### config.mk
export PLATFORM = sky130hd
export DESIGN_NAME = wr_stream_adapter
export DESIGN_NICKNAME = d
export VERILOG_FILES = /design/src/rtl/wr_stream_adapter.sv
export SDC_FILE = /design/constraint.sdc
export NUM_CORES = 1
export LEC_CHECK = 0
export CAP_MARGIN = 15
export CORE_MARGIN = 2
export CORE_UTILIZATION = 28
export DETAILED_ROUTE_END_ITERATION = 10
export PLACE_DENSITY_LB_ADDON = 0.08
export SETUP_SLACK_MARGIN = 0.15
export SLEW_MARGIN = 20
export SYNTH_ARGS = -nofsm -noshare
export SYNTH_HDL_FRONTEND = slang
export SYNTH_SLANG_ARGS = --single-unit
### constraint.sdc
create_clock -name wr_clk -period 3.1 [get_ports wr_clk]
set_input_delay 0.93 -clock wr_clk [delete_from_list [all_inputs] [get_ports wr_clk]]
set_output_delay 0.93 -clock wr_clk [all_outputs]
set_load 0.01 [all_outputs]
### src/rtl/wr_stream_adapter.sv
// rtl/wr_stream_adapter.sv - write-side stream ingress for the async FIFO
// Optional stall statistics counter enabled by defining WR_ADAPT_STATS_EN.
module wr_stream_adapter #(
  parameter int data_width   = 8,
  parameter int ptr_size     = 4,
  parameter int afull_thresh = 12
) (
  input  logic                  wr_clk,
  input  logic                  rst,
  input  logic                  s_valid,
  input  logic [data_width-1:0] s_data,
  output logic                  s_ready,
  input  logic                  full,
  input  logic [ptr_size:0]     b_wptr,
  input  logic [ptr_size:0]     g_rptr_sync,
  output logic                  wr_en,
  output logic [data_width-1:0] wr_data,
  output logic [ptr_size:0]     wr_level,
  output logic                  almost_full,
  output logic [15:0]           stall_cnt
);

  localparam logic [ptr_size+1:0] afull_lim = (ptr_size+2)'(afull_thresh);

  logic [1:0]            cnt, cnt_next;
  logic [data_width-1:0] ent0, ent1, ent0_next, ent1_next;
  logic                  accept, write;
  logic [ptr_size:0]     rptr_bin, rptr_dec, diff;

  assign wr_en   = (cnt != 2'd0) && !full;
  assign write   = wr_en;
  assign accept  = s_valid && s_ready;
  assign wr_data = ent0;

  // ent0 is always the head; a new beat lands in slot cnt_next-1
  always_comb begin
    ent0_next = ent0;
    ent1_next = ent1;
    cnt_next  = cnt + {1'b0, accept} - {1'b0, write};
    if (write)
      ent0_next = ent1;
    if (accept) begin
      if (cnt_next == 2'd1)
        ent0_next = s_data;
      else
        ent1_next = s_data;
    end
  end

  always_ff @(posedge wr_clk or posedge rst) begin
    if (rst) begin
      cnt     <= 2'd0;
      ent0    <= '0;
      ent1    <= '0;
      s_ready <= 1'b0;
    end else begin
      cnt     <= cnt_next;
      ent0    <= ent0_next;
      ent1    <= ent1_next;
      s_ready <= (cnt_next < 2'd2);
    end
  end

  always_comb begin
    rptr_dec = '0;
    for (int i = 0; i <= ptr_size; i++)
      rptr_dec[i] = ^(g_rptr_sync >> i);
  end

  // modular subtraction absorbs pointer wrap
  assign diff = b_wptr - rptr_bin;

  always_ff @(posedge wr_clk or posedge rst) begin
    if (rst) begin
      rptr_bin    <= '0;
      wr_level    <= '0;
      almost_full <= 1'b0;
    end else begin
      rptr_bin    <= rptr_dec;
      wr_level    <= diff;
      almost_full <= ({1'b0, diff} >= afull_lim);
    end
  end

`ifdef WR_ADAPT_STATS_EN
  always_ff @(posedge wr_clk or posedge rst) begin
    if (rst)
      stall_cnt <= 16'd0;
    else if (s_valid && !s_ready && (stall_cnt != 16'hFFFF))
      stall_cnt <= stall_cnt + 16'd1;
  end
`else
  assign stall_cnt = 16'd0;
`endif

endmodule

==> impl_metrics.json <==
{
  "run_status": "complete, no violations",
  "postCtsSetupBuffers": 0,
  "syn2layout_area_growth_pct": 36.94,
  "drt_wl_total_um": 2671,
  "htreeDepth": 2,
  "grt_max_degree": 31,
  "synth-seq-cells": 30,
  "vias_per_cell": 4.161,
  "antenna_cells": 0,
  "crit_end": "ent1[5]",
  "synth-edff-count": 0,
  "ys_async_sr_fraction_pct": 100.0,
  "slowest_stage": "clkdlybuf4s50_1",
  "die_x_um": 76.12,
  "gp_routability_congestion": 0.7750,
  "design.core.area_um2": 5075,
  "r2r_setup_slack_ns": 0.89,
  "grt_pass1_vias": 1007,
  "final_util_pct": 39.30,
  "drv_cap": 0,
  "wl_per_cell_um": 10.73,
  "hold-worst-slack_ns": 0.5067,
  "min_path_cells": 2,
  "worst-r2r-cell-count": 9,
  "io_pins": 54,
  "netlist_area_um2": 1456,
  "cts_tree": "built",
  "insertion_delay_ns": 0.28,
  "first_iter_violations": 72,
  "place_hpwl_um": 2084,
  "skew_ns": 0.006637,
  "pre_cts_ws_ns": -0.1668,
  "rr_endpoint": "ent1[5]",
  "yosysWarnings": 0,
  "post-route-period-util_pct": 91.87,
  "p_per_area_nw_per_um2": 877.9,
  "report.final.slew_viol_count": 0,
  "die_h_um": 76.12,
  "critPathArrivalTime_ns": 3.01,
  "hold_class": "reg2reg",
  "initial_core_util_pct": 28.70,
  "worstReg2RegStart": "cnt[0]",
  "final_antenna_net_count": 0,
  "layout-drive-gt1-share_pct": 16.20,
  "finalPower_mw": 1.751,
  "die_area_um2": 5794,
  "setup_tns_ns": 0,
  "ctsLongestPathBuffers": 2,
  "final_area_um2": 1994,
  "yosysSeqAreaShare_pct": 51.55,
  "vdd_drop_max_mv": 0.2360,
  "yosysTopAreaCell": "dfrtp_1",
  "cts_buffers": 5,
  "cp-start-kind": "primary input",
  "crit_path_max_incr_delay_ns": 0.45,
  "finalSetupViolCount": 0,
  "clk_pin_slew_worst_paths_ns": 0.06,
  "portBuffers": 37,
  "max_freq_mhz": 351.1,
  "cp_max_fo": 8,
  "place_area_um2": 1892,
  "ys_types": 24,
  "cts-hold-fix-buffers": 0,
  "synth_flop_cell": "dfrtp_1",
  "first_pass_iters": 4,
  "grt_pass1_wl_um": 4457,
  "synthCells": 131,
  "synth_top_area_share_pct": 51.55,
  "grtUsageTotal_pct": 9.866,
  "drc": 0,
  "cts_root_buf": "clkbuf_8",
  "grt_overflow_total": 0,
  "rsz0062_at_grt": "yes",
  "synth_area_leaders": "dfrtp_1, buf_4, mux2_2, ha_1, nand2_1",
  "cp.required_ns": 3.26,
  "p_leak_nw": 0.9125,
  "startpoint": "full",
  "hold_violations": 0,
  "fin_ws_ns": 0.2521,
  "cts_sinks": 30,
  "critPathKind": "in2reg",
  "layoutNonFillerInstCount": 249,
  "fillCellCount": 517,
  "syn_avg_cell_area_um2": 11.12,
  "place_inst": 242,
  "nNetsFinal": 208,
  "end_kind": "register",
  "antenna_found_initial": 0,
  "num_vias": 1036,
  "crit_chain": "clkdlybuf4s50_1, o21bai_2, clkinv_2, ha_1, inv_1, ha_2, xnor2_2, inv_2, a21oi_4, mux2_2",
  "core.rowCount": 26,
  "fin_crit_ns": 2.848
}
==> cells in the mapped netlist (2+ instances only) <==
| cell type | instances |
|---|---|
| dfrtp_1 | 30 |
| nor2_1 | 8 |
| mux2_2 | 9 |
| xnor2_1 | 7 |
| ha_1 | 6 |
| nand2_1 | 17 |
| a31oi_1 | 8 |
| inv_1 | 9 |
| xor2_1 | 5 |
| a21o_1 | 2 |
| buf_4 | 16 |
| a21oi_1 | 2 |
==> critical path, delay by kind of cell <==
kind / cells / cell delay (ns)
multiplexers: 1 / 0.38
XOR/XNOR: 1 / 0.13
AO/OA/AOI/OAI: 2 / 0.41
adder cells (fa/ha/maj): 2 / 0.47
buffers and inverters: 4 / 0.68
==> registers in the layout (all words and copies together) (netlist names) <==
register,flops
cnt,2
almost_full,1
wr_data,8
ent1,8
rptr_bin,5
s_ready,1
wr_level,5
==> layout make-up <==
class	count	area, um^2	share of cell area, %
Sequential cell	30	750.7	37.64
Clock buffer	5	68.82	3.450
Multi-Input combinational cell	88	620.6	31.12
Inverter	11	42.54	2.133
Timing Repair Buffer	43	414.1	20.77
Tap cell	70	87.58	4.391
Clock inverter	2	10.01	0.5019
==> per-layer routing <==
metal / vias to the layer above / wire [um] / track usage [%] / share of wire [%]
met5: - / 0 / 0 / 0
met4: 0 / 31 / 4.364 / 1.2
met3: 5 / 209 / 4.028 / 7.8
met2: 44 / 1313 / 16.52 / 49
met1: 490 / 1116 / 11.07 / 42
li1: 497 / - / - / -
==> worst min-delay path by stage <==
stage	start	endpoint	slack [ns]
4_1_cts	rptr_bin[0]	wr_level[0]	0.51
6_report	rptr_bin[0]	wr_level[0]	0.51
3_5_place_dp	ent1[3]	ent1[3]	0.50
3_3_place_gp	ent1[7]	ent1[7]	0.49
2_1_floorplan	ent1[0]	ent1[0]	0.48
5_1_grt	ent1[4]	ent1[4]	0.52
==> layout by cell type, fill, tap and decap left out, types with 6 or more instances in the layout <==
master / count
mux2_2: 7
buf_4: 6
nand2_1: 17
conb_1: 16
dfrtp_1: 30
inv_1: 9
nor2_1: 8
a31oi_1: 8
clkdlybuf4s50_1: 36
==> repair_timing <==
action	CTS	global route
pin swaps	1	2
endpoints found under the setup margin	9	12
gates resized for setup	1	5
==> where the power goes <==
group	internal [mW]	switching [mW]	leakage (nW)
clock	0.150	0.137	0.0438
combinational	0.451	0.366	0.515
sequential	0.565	0.0806	0.354
total	1.17	0.584	0.913
==> cell families (layout without fill, tap and decap cells) <==
logic type	after synthesis	after routing	synth area share [%]
other	1	16	0.2575
AOI/OAI and AO/OA	16	16	8.248
muxes	9	9	6.959
xor gates and xnor gates	12	12	7.216
adders and majority gates	7	7	6.529
DFF	30	30	51.55
buffers and inverters	28	61	11.43
and+or+nand+nor	28	28	7.818
No activity file was read; power rests on OpenSTA's default activity.
